**src/rtl/hazard_stall_ctrl.sv**
```systemverilog
// Stall/flush controller for the 5-stage MIPS pipeline: Tuse/Tnew data hazards,
// mult/div busy tracking and a stall-cycle performance counter.
module hazard_stall_ctrl #(
  parameter int MULT_CYCLES = 5,
  parameter int DIV_CYCLES  = 10,
  parameter int CNT_W       = 4
) (
  input  logic        clk,
  input  logic        reset,
  input  logic [31:0] D_Inst,
  input  logic [31:0] E_Inst,
  input  logic [31:0] M_Inst,
  output logic        PC_en,
  output logic        IF_ID_en,
  output logic        ID_EX_clr,
  output logic        stall,
  output logic        md_start,
  output logic        md_busy,
  output logic [31:0] stall_cnt
);

  localparam logic [5:0] OP_RTYPE = 6'h00;
  localparam logic [5:0] OP_JAL   = 6'h03;
  localparam logic [5:0] OP_BEQ   = 6'h04;
  localparam logic [5:0] OP_ORI   = 6'h0d;
  localparam logic [5:0] OP_LUI   = 6'h0f;
  localparam logic [5:0] OP_LW    = 6'h23;
  localparam logic [5:0] OP_SW    = 6'h2b;

  localparam logic [5:0] FN_JR    = 6'h08;
  localparam logic [5:0] FN_MFHI  = 6'h10;
  localparam logic [5:0] FN_MTHI  = 6'h11;
  localparam logic [5:0] FN_MFLO  = 6'h12;
  localparam logic [5:0] FN_MTLO  = 6'h13;
  localparam logic [5:0] FN_MULT  = 6'h18;
  localparam logic [5:0] FN_MULTU = 6'h19;
  localparam logic [5:0] FN_DIV   = 6'h1a;
  localparam logic [5:0] FN_DIVU  = 6'h1b;
  localparam logic [5:0] FN_ADDU  = 6'h21;
  localparam logic [5:0] FN_SUBU  = 6'h23;

  // A Tuse of 3 marks an unread source: no Tnew is ever large enough to beat it.
  localparam logic [1:0] T_NONE = 2'd3;

  typedef struct packed {
    logic [1:0] rs;
    logic [1:0] rt;
  } tuse_t;

  typedef struct packed {
    logic [4:0] dst;
    logic [1:0] tnew;
  } prod_t;

  function automatic tuse_t src_tuse(input logic [31:0] inst);
    tuse_t t;
    t.rs = T_NONE;
    t.rt = T_NONE;
    case (inst[31:26])
      OP_BEQ: begin
        t.rs = 2'd0;
        t.rt = 2'd0;
      end
      OP_ORI, OP_LW: t.rs = 2'd1;
      OP_SW: begin
        t.rs = 2'd1;
        t.rt = 2'd2;
      end
      OP_RTYPE: begin
        case (inst[5:0])
          FN_JR: t.rs = 2'd0;
          FN_ADDU, FN_SUBU, FN_MULT, FN_MULTU, FN_DIV, FN_DIVU: begin
            t.rs = 2'd1;
            t.rt = 2'd1;
          end
          FN_MTHI, FN_MTLO: t.rs = 2'd1;
          default: ;
        endcase
      end
      default: ;
    endcase
    return t;
  endfunction

  function automatic prod_t producer(input logic [31:0] inst);
    prod_t p;
    p.dst  = 5'd0;
    p.tnew = 2'd0;
    case (inst[31:26])
      OP_ORI, OP_LUI: begin
        p.dst  = inst[20:16];
        p.tnew = 2'd1;
      end
      OP_LW: begin
        p.dst  = inst[20:16];
        p.tnew = 2'd2;
      end
      OP_JAL: begin
        p.dst  = 5'd31;
        p.tnew = 2'd0;
      end
      OP_RTYPE: begin
        case (inst[5:0])
          FN_ADDU, FN_SUBU, FN_MFHI, FN_MFLO: begin
            p.dst  = inst[15:11];
            p.tnew = 2'd1;
          end
          default: ;
        endcase
      end
      default: ;
    endcase
    return p;
  endfunction

  function automatic logic is_md_op(input logic [31:0] inst);
    return (inst[31:26] == OP_RTYPE) &&
           (inst[5:0] inside {FN_MULT, FN_MULTU, FN_DIV, FN_DIVU});
  endfunction

  function automatic logic is_md_user(input logic [31:0] inst);
    return (inst[31:26] == OP_RTYPE) &&
           (inst[5:0] inside {FN_MULT, FN_MULTU, FN_DIV, FN_DIVU,
                              FN_MFHI, FN_MFLO, FN_MTHI, FN_MTLO});
  endfunction

  logic [4:0]       d_rs;
  logic [4:0]       d_rt;
  tuse_t            d_use;
  prod_t            prod [2];
  logic [1:0]       stage_hz;
  logic             data_hz;
  logic             md_hz;
  logic             e_is_div;
  logic [CNT_W-1:0] busy_q;
  logic [CNT_W-1:0] busy_d;
  logic [31:0]      stall_cnt_q;
  logic [31:0]      stall_cnt_d;
  logic             unused_fields;

  assign d_rs    = D_Inst[25:21];
  assign d_rt    = D_Inst[20:16];
  assign d_use   = src_tuse(D_Inst);
  assign prod[0] = producer(E_Inst);
  assign prod[1] = producer(M_Inst);

  // Stage 0 is EX, stage 1 is MEM; a producer is one cycle closer to ready in MEM.
  generate
    for (genvar gi = 0; gi < 2; gi++) begin : g_stage
      logic [1:0] tnew_now;
      assign tnew_now = (gi == 0) ? prod[gi].tnew :
                        ((prod[gi].tnew == 2'd0) ? 2'd0 : prod[gi].tnew - 2'd1);
      assign stage_hz[gi] =
          ((d_rs != 5'd0) && (d_rs == prod[gi].dst) && (d_use.rs < tnew_now)) ||
          ((d_rt != 5'd0) && (d_rt == prod[gi].dst) && (d_use.rt < tnew_now));
    end
  endgenerate

  assign data_hz   = |stage_hz;
  assign md_start  = is_md_op(E_Inst);
  assign e_is_div  = (E_Inst[5:0] == FN_DIV) || (E_Inst[5:0] == FN_DIVU);
  assign md_busy   = md_start || (busy_q != '0);
  assign md_hz     = is_md_user(D_Inst) && md_busy;
  assign stall     = data_hz || md_hz;
  assign PC_en     = ~stall;
  assign IF_ID_en  = ~stall;
  assign ID_EX_clr = stall;
  assign stall_cnt = stall_cnt_q;

  assign unused_fields = ^{D_Inst[15:6], E_Inst[25:21], E_Inst[10:6],
                           M_Inst[25:21], M_Inst[10:6]};

  always_comb begin
    busy_d = busy_q;
    if (md_start) begin
      busy_d = e_is_div ? CNT_W'(DIV_CYCLES) : CNT_W'(MULT_CYCLES);
    end else if (busy_q != '0) begin
      busy_d = busy_q - CNT_W'(1);
    end
  end

  assign stall_cnt_d = stall ? stall_cnt_q + 32'd1 : stall_cnt_q;

  always_ff @(posedge clk or negedge reset) begin
    if (!reset) begin
      busy_q      <= '0;
      stall_cnt_q <= '0;
    end else begin
      busy_q      <= busy_d;
      stall_cnt_q <= stall_cnt_d;
    end
  end

endmodule
```
**config.mk**
```make
export PLATFORM = sky130hd
export DESIGN_NAME = hazard_stall_ctrl
export DESIGN_NICKNAME = d
export VERILOG_FILES = /design/src/rtl/hazard_stall_ctrl.sv
export SDC_FILE = /design/constraint.sdc
export NUM_CORES = 1
export LEC_CHECK = 0
export CORE_ASPECT_RATIO = 0.8
export CORE_UTILIZATION = 46
export DETAILED_ROUTE_END_ITERATION = 10
export GPL_TIMING_DRIVEN = 0
export PLACE_DENSITY = 0.87
export SYNTH_ARGS = -nofsm -noshare
export SYNTH_HDL_FRONTEND = slang
export SYNTH_SLANG_ARGS = --single-unit
```
**constraint.sdc**
```tcl
create_clock -name clk -period 7.1 [get_ports clk]
set_input_delay 0.71 -clock clk [delete_from_list [all_inputs] [get_ports clk]]
set_output_delay 0.71 -clock clk [all_outputs]
set_load 0.1 [all_outputs]
```
==> qor.log, run 1 <==
INFO  critical_path  critical_path_class=in -> out
INFO  clock_tree     clock_slew_at_the_register_clock_pins_of_the_worst_setup_and_hold_paths=0.07ns
INFO  outcome        status=complete, no violations
INFO  routing        drtAntennaViolNets=0
INFO  final_layout   finish.net_count=546
INFO  final_layout   final_util=67.2%
INFO  timing         finalSetupViolations=0
INFO  run            drv.max_cap_violation_count=0
INFO  placed_design  placed_cells_incl_taps=518
INFO  synthesis      synth_flop_cell=dfrtp_1
INFO  routing        avgRoutedWirePerCell=15.8µm
INFO  synthesis      ys_warn_count=0
INFO  placed_design  port-buffer-count=104
INFO  synthesis      most_frequently_used_cell_type_in_the_post_synthesis_netlist=dfrtp_1
INFO  routing        drt_pass_1_iters=4
INFO  critical_path  worstPathMaxFanout=11
INFO  global_routing maximum_number_of_pins_on_one_net_before_global_route_repair=37
INFO  synthesis      syn_avg_cell_area=9.33µm²
INFO  pwr            max-vdd-ir-drop=0.000177V
INFO  die            die_height=75.1µm
INFO  synthesis      yosysSeqAreaShare=29.3%
INFO  timing         rsz0062_at_grt=false
INFO  clock_tree     post_cts_resize_count=0
INFO  clock_tree     post-cts-setup-buffer-count=0
INFO  timing         fmax=175MHz
INFO  global_routing grt_usage=23.6%
INFO  synthesis      synth.ff_latch_count=36
INFO  timing         worst_clock_skew=0.0115ns
INFO  synthesis      synth_top_cells_by_count=dfrtp_1, xor2_1, nand2_1, nand3_1, inv_1
INFO  critical_path  critical_path.top_delay_family=buffers and inverters
INFO  global_routing grt-ovfl-total=0
INFO  timing         final_period_minus_worst_setup_slack=5.73ns
INFO  die            die_area=7010µm²
INFO  clock_tree     htree_num_levels=2
INFO  routing        drt_iter0_markers=120
INFO  clock_tree     clk_path_buf_depth=2
INFO  synthesis      synth.area.top_cells=dfrtp_1, xor2_1, nor4_2
INFO  clock_tree     cts_inserted_buffers=5
INFO  clock_tree     worst_skew_pair.late_latency=0.29ns
INFO  synthesis      post_synth_xor_area_fraction=12.0%
INFO  critical_path  worst_ep_required_time=6.39ns
INFO  global_routing first_global_vias=2757
INFO  timing         timing.max_slew.rel_slack=33.3%
INFO  final_layout   finalNonFillerCells=526
INFO  synthesis      synth-compound-area-share=18.8%
INFO  global_routing global_route_wire_length_before_repair=13.1mm
INFO  critical_path  cp_num_buf_inv=5
INFO  pwr            total_leakage_power=1.84nW
INFO  routing        via_total_after_detailed_routing=3078
INFO  timing         setup-tns-final=0ns
INFO  pwr            p_per_cell_area=154nW/µm²
INFO  critical_path  critPathLaunchType=input port
INFO  placed_design  dpl-instance-area=4220µm²
INFO  final_layout   diodes=0
INFO  routing        via_per_inst=5.85
INFO  placed_design  dp_worst_setup_slack=1.47ns
INFO  clock_tree     cts_tree=yes
INFO  synthesis      synth_largest_area_cell=dfrtp_1
INFO  synthesis      synthMuxAreaShare=0.367%
INFO  clock_tree     cts.sink_count=36
INFO  timing         finalWorstSetupSlack=1.37ns
INFO  routing        post-route-drc-count=0
INFO  die            coreArea=6410µm²
INFO  synthesis      synth_cells=329
INFO  timing         finalHoldWorstSlack=0.469ns
INFO  die            fp.dieW=93.3µm
INFO  critical_path  cp_arrival=5.02ns
INFO  die            starting_density=47.9%
INFO  critical_path  critical_path.max_stage_delay=1.11ns
INFO  critical_path  critical-path-slowest-cell=clkdlybuf4s50_1
INFO  placed_design  place_congestion=0.852
INFO  final_layout   fraction_of_final_layout_cells_sized_beyond_drive_strength_1=8.60%
INFO  routing        route.final.wire_length=8.31mm
INFO  timing         drv_slew=0
INFO  die            design.portCount=136
INFO  clock_tree     cts_root_buf=clkbuf_8
INFO  synthesis      synth_top_area_share=29.3%
INFO  synthesis      syn-cell-area=3070µm²
INFO  critical_path  crit_path_end_kind=output port
INFO  timing         final_min_period_over_clock_period=80.7%
INFO  placed_design  dp_hpwl=6.51mm
INFO  global_routing antenna_found_initial=0
INFO  synthesis      share_of_synthesized_cell_area_in_full_adder_half_adder_and_majority_cells=2.85%
INFO  final_layout   summed_area_of_non_filler_cells_in_the_final_layout=4310µm²
INFO  clock_tree     cts_hold_buf=0
INFO  final_layout   area_delta_synth_final=40.3%
INFO  synthesis      post_synth_and_or_nand_nor_area_fraction=32.1%
INFO  synthesis      asyncSetResetFlopFracSynth=100%
INFO  synthesis      synth_cell_type_count=62
INFO  critical_path  worstPathCellList=clkdlybuf4s50_1, nor3_1, and2_1, buf_1, a2111oi_0, o22ai_1, nor4_2, nor4_4, buf_4, buf_4, clkdlybuf4s50_1
INFO  synthesis      synth_edf_count=0
INFO  die            std_cell_rows=26
INFO  timing         worst_slew_pin_slew=0.997ns
INFO  min_path       worstHoldPathType=reg -> reg
INFO  pwr            post-layout-total-power=0.665mW
INFO  synthesis      synth_top_family_by_area=simple AND/OR/NAND/NOR gates
INFO  timing         report.final.hold_viol_count=0
-- layer usage --
metal / part of all wire (%) / GRT usage, % / up-vias
met3: 5.2 / 3.33 / 5
met4: 0.51 / 4.44 / 0
met5: 0 / 0 / -
met2: 46 / 39.1 / 103
met1: 48 / 33.5 / 1461
li1: - / - / 1509
-- cell usage in the layout (no fill, tap or decap), types with 10 or more instances in the layout --
cell type / netlist / final
nand2_1: 18 / 18
xor2_1: 31 / 31
xnor2_1: 11 / 11
nand3_1: 18 / 18
nor4b_1: 10 / 10
nor2_1: 15 / 15
o2111ai_1: 12 / 12
clkdlybuf4s50_1: 0 / 103
inv_1: 16 / 16
dfrtp_1: 36 / 36
-- report_power, final --
group | internal [mW] | switching [mW]
clock network | 0.0774 | 0.0734
logic | 0.101 | 0.165
registers | 0.227 | 0.0216
total | 0.406 | 0.260
-- cell families after synthesis --
group,count (synthesis)
AO/OA/AOI/OAI,69
adder cells (fa/ha/maj),7
buffers and inverters,27
other,1
multiplexers,1
XOR/XNOR,42
AND/OR/NAND/NOR,146
flip-flops,36
-- layout make-up --
cell class	count	area, µm²
fillers	528	2100
multi-input cells	267	2040
repair buffers	104	1040
flip-flops and latches	36	901
well taps	84	105
clock buffers	6	82.6
plain buffers	11	76.3
inverters	16	60.1
clock inverters	2	10.0
-- registers in the layout (all words and copies together) (netlist names) --
name,flops
busy_q,4
stall_cnt,32
-- final timing paths --
check	start	endpoint	slack [ns]	cells past startpoint
max	E_Inst[28]	PC_en	1.37	11
min	stall_cnt[31]	stall_cnt[31]	0.47	1
max reg2reg	busy_q[0]	stall_cnt[1]	4.22	9
min reg2reg	stall_cnt[31]	stall_cnt[31]	0.47	1
max in group asynchronous	reset	busy_q[1]	6.08	1
min in group asynchronous	reset	stall_cnt[23]	0.50	1
-- worst reg2reg max path, delay by kind of cell, from the launching register on --
family                   cells  cell delay [ns]
buffers and inverters        2             0.39
AO/OA/AOI/OAI                1             0.11
adder cells (fa/ha/maj)      1             0.14
AND/OR/NAND/NOR              4             1.36
flip-flops                   1             0.41
multiplexers                 1             0.35
Power figures use the tool's default switching activity.
==> run 2: changes to the inputs <==
--- a/config.mk
+++ b/config.mk
@@ -6,10 +6,10 @@
 export NUM_CORES = 1
 export LEC_CHECK = 0
 export CORE_ASPECT_RATIO = 0.8
-export CORE_UTILIZATION = 46
+export CORE_UTILIZATION = 43
 export DETAILED_ROUTE_END_ITERATION = 10
 export GPL_TIMING_DRIVEN = 0
-export PLACE_DENSITY = 0.87
+export PLACE_DENSITY = 0.82
 export SYNTH_ARGS = -nofsm -noshare
 export SYNTH_HDL_FRONTEND = slang
 export SYNTH_SLANG_ARGS = --single-unit
==> constraint.sdc (replaced) <==
create_clock -name clk -period 5.8 [get_ports clk]
set_input_delay 0.58 -clock clk [delete_from_list [all_inputs] [get_ports clk]]
set_output_delay 0.58 -clock clk [all_outputs]
set_load 0.1 [all_outputs]
==> run 2 against run 1 <==
Sequential share of layout area hardly changed. Worst hold slack worse by 0.090 ns. Routed wire length is 1.1% higher. Utilization is 4.7 points lower. Sequential cell count stayed put. Count of clock-buffer cells in the layout stayed put. Critical path depth is 1 lower. Clock skew is 0.0063 ns lower. Clock power is 19% higher. Via count is 0.65% higher.
==> qor.log, run 2 (synthesis gave the netlist of run 1 again) <==
INFO  outcome        status=complete, no violations [unchanged]
INFO  routing        post-route-drc-count=0 [unchanged]
INFO  critical_path  worst-r2r-cell-count=9 [unchanged]
INFO  clock_tree     post_cts_resize_count=0 [unchanged]
INFO  timing         worst_slew_pin_slew=0.998ns [was 0.997 ns]
INFO  clock_tree     cts_tree=yes [unchanged]
INFO  routing        drt_pass_1_iters=4 [unchanged]
INFO  critical_path  crit_path_end_kind=output port [unchanged]
INFO  final_layout   mostFrequentLayoutCells=clkdlybuf4s50_1, dfrtp_1, xor2_1 [unchanged]
INFO  routing        via_per_inst=5.86 [was 5.85]
INFO  timing         rsz0062_at_grt=false [unchanged]
INFO  critical_path  rr_startpoint=busy_q[0] [unchanged]
INFO  routing        route.final.wire_length=8.40mm [was 8.31 mm]
INFO  min_path       worstHoldPathType=in -> async [was reg -> reg]
INFO  final_layout   diodes=0 [unchanged]
INFO  pwr            power_switching_share=38.6% [was 39.0%]
INFO  die            starting_density=44.6% [was 47.9%]
INFO  placed_design  dp_worst_setup_slack=0.416ns [was 1.47 ns]
INFO  global_routing antenna_found_initial=0 [unchanged]
INFO  timing         worst_clock_skew=0.00519ns [was 0.0115 ns]
INFO  final_layout   largest_register_ffs=32 [unchanged]
INFO  pwr            power_frac_seq=37.6% [was 37.3%]
INFO  die            die_height=77.6µm [was 75.1 µm]
INFO  clock_tree     cts.sink_count=36 [unchanged]
INFO  timing         fmax=185MHz
INFO  die            fp.dieW=96.5µm [was 93.3 µm]
INFO  pwr            p_per_cell_area=188nW/µm² [was 154 nW/µm²]
INFO  pwr            total_leakage_power=1.84nW [unchanged]
INFO  die            coreArea=6890µm² [was 6410 µm²]
INFO  global_routing grt-ovfl-total=0 [unchanged]
INFO  clock_tree     clk_path_buf_depth=2 [unchanged]
INFO  clock_tree     worst_skew_pair.late_latency=0.28ns [was 0.29 ns]
INFO  final_layout   area_delta_synth_final=40.4% [was 40.3%]
INFO  final_layout   mostFrequentLayoutCell=clkdlybuf4s50_1 [unchanged]
INFO  die            std_cell_rows=27 [was 26]
INFO  pwr            clkPwrFrac=22.3% [was 22.7%]
INFO  pwr            max-vdd-ir-drop=0.000163V [was 0.000177 V]
INFO  global_routing grt_usage=23.4% [was 23.6%]
INFO  placed_design  place_congestion=0.845 [was 0.852]
INFO  final_layout   fraction_of_final_layout_cells_sized_beyond_drive_strength_1=8.60% [unchanged]
INFO  critical_path  critical_r2r_capture=stall_cnt[1] [unchanged]
INFO  timing         timing.max_slew.rel_slack=33.3% [about the same]
INFO  pwr            net-switching-power=0.313mW [was 0.260 mW]
INFO  clock_tree     cts_inserted_buffers=5 [unchanged]
INFO  routing        drtAntennaViolNets=0 [unchanged]
INFO  routing        avgRoutedWirePerCell=15.9µm [was 15.8 µm]
INFO  global_routing first_global_vias=2993 [was 2757]
INFO  routing        via_total_after_detailed_routing=3098 [was 3078]
INFO  timing         final_period_minus_worst_setup_slack=5.42ns
INFO  critical_path  ff2ff_setup_slack=3.00ns [was 4.22 ns]
INFO  final_layout   finish.net_count=546 [unchanged]
INFO  timing         drv_slew=0 [unchanged]
INFO  critical_path  worst_ep_required_time=5.22ns [was 6.39 ns]
INFO  clock_tree     post-cts-setup-buffer-count=0 [unchanged]
INFO  critical_path  critical_path_class=in -> out [unchanged]
INFO  clock_tree     cts_hold_buf=0 [unchanged]
INFO  clock_tree     cts_root_buf=clkbuf_8 [unchanged]
INFO  final_layout   final_util=62.6% [was 67.2%]
INFO  timing         finalWorstSetupSlack=0.385ns [was 1.37 ns]
INFO  global_routing maximum_number_of_pins_on_one_net_before_global_route_repair=37 [unchanged]
INFO  run            drv.max_cap_violation_count=0 [unchanged]
INFO  clock_tree     htree_num_levels=2 [unchanged]
INFO  global_routing global_route_wire_length_before_repair=13.9mm [was 13.1 mm]
INFO  pwr            p_int=0.497mW [was 0.406 mW]
INFO  critical_path  critPathLaunchType=input port [unchanged]
INFO  critical_path  cp_arrival=4.84ns [was 5.02 ns]
INFO  clock_tree     clock_slew_at_the_register_clock_pins_of_the_worst_setup_and_hold_paths=0.07ns [about the same]
INFO  timing         report.final.hold_viol_count=0 [unchanged]
INFO  timing         finalSetupViolations=0 [unchanged]
INFO  die            die_area=7480µm² [was 7010 µm²]
INFO  critical_path  worstPathMaxFanout=11 [unchanged]
INFO  timing         final_min_period_over_clock_period=93.4%
INFO  timing         finalHoldWorstSlack=0.380ns [was 0.469 ns]
INFO  placed_design  dp_hpwl=6.64mm [was 6.51 mm]
INFO  placed_design  port-buffer-count=104 [unchanged]
INFO  timing         setup-tns-final=0ns [unchanged]
INFO  routing        drt_iter0_markers=140 [was 120]
INFO  pwr            comb_power_share=40.1% [was 40.0%]
INFO  die            design.portCount=136 [unchanged]
[run 2: final cells by class]
| cell class | count | area [µm²] |
|---|---|---|
| timing repair buffer | 104 | 1040 |
| tap | 87 | 109 |
| clock buffer | 6 | 82.6 |
| multi-input combinational | 267 | 2040 |
| clock inverter | 2 | 10.0 |
| fill | 577 | 2580 |
| buffer | 11 | 76.3 |
| sequential | 36 | 901 |
| inverter | 16 | 60.1 |
[run 2: worst max path at each step]
stage | from | end | slack [ns]
2_1_floorplan | E_Inst[26] | stall | 1.27
3_3_place_gp | D_Inst[4] | PC_en | 0.49
3_5_place_dp | E_Inst[28] | PC_en | 0.42
4_1_cts | E_Inst[4] | PC_en | 0.40
5_1_grt | E_Inst[29] | PC_en | 0.13
6_report | E_Inst[4] | PC_en | 0.38
[run 2: critical path, cell delays in order]
cell and delay, ns:
clkdlybuf4s50_1 0.53, or3b_1 0.43, a2111oi_4 0.64, a2111oi_0 0.22, o22ai_1 0.27, nor4_2 0.10
nor4_4 0.52, buf_4 0.29, buf_4 0.13, clkdlybuf4s50_1 1.11
[run 2: metal layers]
| metal | GRT usage, % | part of all wire (%) |
|---|---|---|
| met1 | 32.6 | 48 |
| met4 | 4.71 | 0.74 |
| met2 | 37.0 | 46 |
| met5 | 0 | 0 |
| met3 | 4.90 | 5.6 |
[run 2: stage by stage]
stage,power (mW),cells,instance area (µm²)
after global placement,0.626,521,4220
after CTS,0.815,529,4310
after global routing,0.858,529,4310
after floorplan,0.515,330,3070
final,0.809,529,4310
after detailed placement,0.633,521,4220
[run 2: power by group through the flow]
| stage | Combinational, mW | Clock (mW) | Sequential (mW) |
|---|---|---|---|
| 2_1_floorplan | 0.130 | 0 | 0.385 |
| 3_3_place_gp | 0.318 | 0 | 0.308 |
| 3_5_place_dp | 0.324 | 0 | 0.310 |
| 4_1_cts | 0.326 | 0.184 | 0.305 |
| 5_1_grt | 0.351 | 0.196 | 0.310 |
| 6_report | 0.325 | 0.180 | 0.304 |
==> run 3: changes to the inputs <==
--- a/config.mk
+++ b/config.mk
@@ -5,7 +5,6 @@
 export SDC_FILE = /design/constraint.sdc
 export NUM_CORES = 1
 export LEC_CHECK = 0
-export CORE_ASPECT_RATIO = 0.8
 export CORE_UTILIZATION = 43
 export DETAILED_ROUTE_END_ITERATION = 10
 export GPL_TIMING_DRIVEN = 0
==> run 3 against run 2 <==
Design area rose by 0.67%. Die area hardly changed. Power grew 4.6%. Final cell count increased by 1.7%. Sequential power barely moved. Combinational power is essentially flat. Non-clock buffer count unchanged. Critical path depth rose by 2. Worst setup slack worse by 0.040 ns. Routed wire length decreased by 3.1%. Critical path type unchanged. Fmax fell by 0.73%.
==> qor.log, run 3 (synthesis gave the netlist of run 1 again) <==
INFO  min_path       worstHoldPathType=in -> async [unchanged]
INFO  die            die_area=7480µm² [about the same]
INFO  final_layout   finalNonFillerCells=538 [was 529]
INFO  routing        avgRoutedWirePerCell=15.1µm [was 15.9 µm]
INFO  timing         drv_slew=0 [unchanged]
INFO  placed_design  placed_cells_incl_taps=530 [was 521]
INFO  die            design.portCount=136 [unchanged]
INFO  routing        route.final.wire_length=8.14mm [was 8.40 mm]
INFO  timing         report.final.hold_viol_count=0 [unchanged]
INFO  clock_tree     clock_slew_at_the_register_clock_pins_of_the_worst_setup_and_hold_paths=0.07ns [about the same]
INFO  routing        drtAntennaViolNets=0 [unchanged]
INFO  placed_design  place_congestion=0.868 [was 0.845]
INFO  routing        drt_pass_1_iters=4 [unchanged]
INFO  die            std_cell_rows=30 [was 27]
INFO  global_routing grt_usage=22.3% [was 23.4%]
INFO  final_layout   fraction_of_final_layout_cells_sized_beyond_drive_strength_1=8.37% [was 8.60%]
INFO  pwr            max-vdd-ir-drop=0.000129V [was 0.000163 V]
INFO  timing         final_min_period_over_clock_period=94.1% [was 93.4%]
INFO  routing        post-route-drc-count=0 [unchanged]
INFO  global_routing grt-ovfl-total=0 [unchanged]
INFO  final_layout   mostFrequentLayoutCell=clkdlybuf4s50_1 [unchanged]
INFO  clock_tree     cts_tree=yes [unchanged]
INFO  final_layout   diodes=0 [unchanged]
INFO  critical_path  crit_path_end_kind=output port [unchanged]
INFO  clock_tree     cts_inserted_buffers=5 [unchanged]
INFO  global_routing global_route_wire_length_before_repair=13.5mm [was 13.9 mm]
INFO  timing         rsz0062_at_grt=false [unchanged]
INFO  critical_path  worst_ep_required_time=5.22ns [about the same]
INFO  routing        via_total_after_detailed_routing=3110 [was 3098]
INFO  clock_tree     cts.sink_count=36 [unchanged]
INFO  critical_path  worstPathMaxFanout=11 [unchanged]
INFO  timing         final_period_minus_worst_setup_slack=5.46ns [was 5.42 ns]
INFO  run            drv.max_cap_violation_count=0 [unchanged]
INFO  timing         timing.max_slew.rel_slack=33.4% [was 33.3%]
INFO  global_routing maximum_number_of_pins_on_one_net_before_global_route_repair=37 [unchanged]
INFO  timing         finalHoldWorstSlack=0.376ns [was 0.380 ns]
INFO  clock_tree     cts_root_buf=clkbuf_8 [unchanged]
INFO  final_layout   final_util=63.5% [was 62.6%]
INFO  clock_tree     post_cts_resize_count=0 [unchanged]
INFO  final_layout   finish.net_count=546 [unchanged]
INFO  timing         worst_slew_pin_slew=0.996ns [was 0.998 ns]
INFO  final_layout   mostFrequentLayoutCells=clkdlybuf4s50_1, dfrtp_1, xor2_1 [unchanged]
INFO  routing        via_per_inst=5.78 [was 5.86]
INFO  placed_design  port-buffer-count=104 [unchanged]
INFO  pwr            p_per_cell_area=195nW/µm² [was 188 nW/µm²]
INFO  critical_path  cp_arrival=4.88ns [was 4.84 ns]
INFO  clock_tree     clk_path_buf_depth=2 [unchanged]
INFO  final_layout   largest_register_ffs=32 [unchanged]
INFO  timing         finalSetupViolations=0 [unchanged]
INFO  placed_design  dp_hpwl=6.48mm [was 6.64 mm]
INFO  clock_tree     worst_skew_pair.late_latency=0.28ns [about the same]
INFO  outcome        status=complete, no violations [unchanged]
INFO  critical_path  critPathLaunchType=input port [unchanged]
INFO  timing         setup-tns-final=0ns [unchanged]
INFO  die            fp.dieW=86.5µm [was 96.5 µm]
INFO  critical_path  critical_path_class=in -> out [unchanged]
INFO  global_routing first_global_vias=2962 [was 2993]
INFO  clock_tree     cts_hold_buf=0 [unchanged]
INFO  timing         fmax=183MHz [was 185 MHz]
INFO  clock_tree     htree_num_levels=2 [unchanged]
INFO  global_routing antenna_found_initial=0 [unchanged]
INFO  final_layout   area_delta_synth_final=41.4% [was 40.4%]
INFO  die            starting_density=44.9% [was 44.6%]
INFO  die            die_height=86.5µm [was 77.6 µm]
INFO  routing        drt_iter0_markers=136 [was 140]
INFO  pwr            total_leakage_power=1.85nW [was 1.84 nW]
INFO  clock_tree     post-cts-setup-buffer-count=0 [unchanged]
INFO  die            coreArea=6830µm² [was 6890 µm²]
INFO  timing         worst_clock_skew=0.00859ns [was 0.00519 ns]
==> run 3: cell types whose count changed in the layout (fill, tap and decap cells not counted) <==
cell / change
clkdlybuf4s50_1: -1
dlymetal6s2s_1: +1
clkbuf_1: +1
clkbuf_8: -1
bufinv_16: +1
clkinv_2: -1
==> run 3: critical path: stages <==
cell and delay [ns]:
clkdlybuf4s50_1 0.51, nor4b_1 0.55, a21o_1 0.14, a21oi_1 0.06, a221o_1 0.38, ha_1 0.28, inv_1 0.03, o221ai_1 0.23
nor4_2 0.08, nor4_4 0.57, buf_4 0.30, clkdlybuf4s50_1 1.15
==> run 3: stage by stage <==
| step | area (µm²) | total power [mW] | setup slack, ns |
|---|---|---|---|
| final | 4340 | 0.846 | 0.345 |
| after floorplan | 3070 | 0.515 | 1.27 |
| after CTS | 4340 | 0.849 | 0.300 |
| after global placement | 4240 | 0.628 | 0.344 |
| after detailed placement | 4230 | 0.635 | 0.313 |
| after global routing | 4340 | 0.890 | 0.0801 |
==> run 3: per-layer routing <==
| layer | up-vias | global-route usage [%] | wire (µm) | share of wire [%] |
|---|---|---|---|---|
| met5 | - | 0 | 0 | 0 |
| met4 | 0 | 5.45 | 98 | 1.2 |
| met3 | 13 | 3.62 | 505 | 6.2 |
| met2 | 129 | 38.7 | 3950 | 48 |
| met1 | 1463 | 29.0 | 3590 | 44 |
| li1 | 1505 | - | - | - |
==> run 3: report_power, final <==
part	total [mW]	internal, mW	switching, mW
registers	0.305	0.278	0.0277
clock network	0.215	0.128	0.0877
logic	0.326	0.124	0.201
total	0.846	0.530	0.317
==> run 3: layout make-up <==
type | count | area (µm²)
plain buffers | 11 | 76.3
repair buffers | 104 | 1040
well taps | 96 | 120
clock inverters | 2 | 35.0
inverters | 16 | 60.1
fillers | 568 | 2490
clock buffers | 6 | 72.6
flip-flops and latches | 36 | 901
multi-input cells | 267 | 2040
==> run 3: final timing paths <==
check / startpoint / depth (start not counted) / endpoint / slack, ns
worst max-delay path: D_Inst[4] / 12 / IF_ID_en / 0.34
worst min-delay path: reset / 1 / stall_cnt[27] / 0.38
worst max register to register: busy_q[0] / 9 / stall_cnt[1] / 2.97
worst min register to register: stall_cnt[31] / 1 / stall_cnt[31] / 0.48
max in group asynchronous: reset / 1 / stall_cnt[22] / 4.93
min in group clk: stall_cnt[31] / 1 / stall_cnt[31] / 0.48
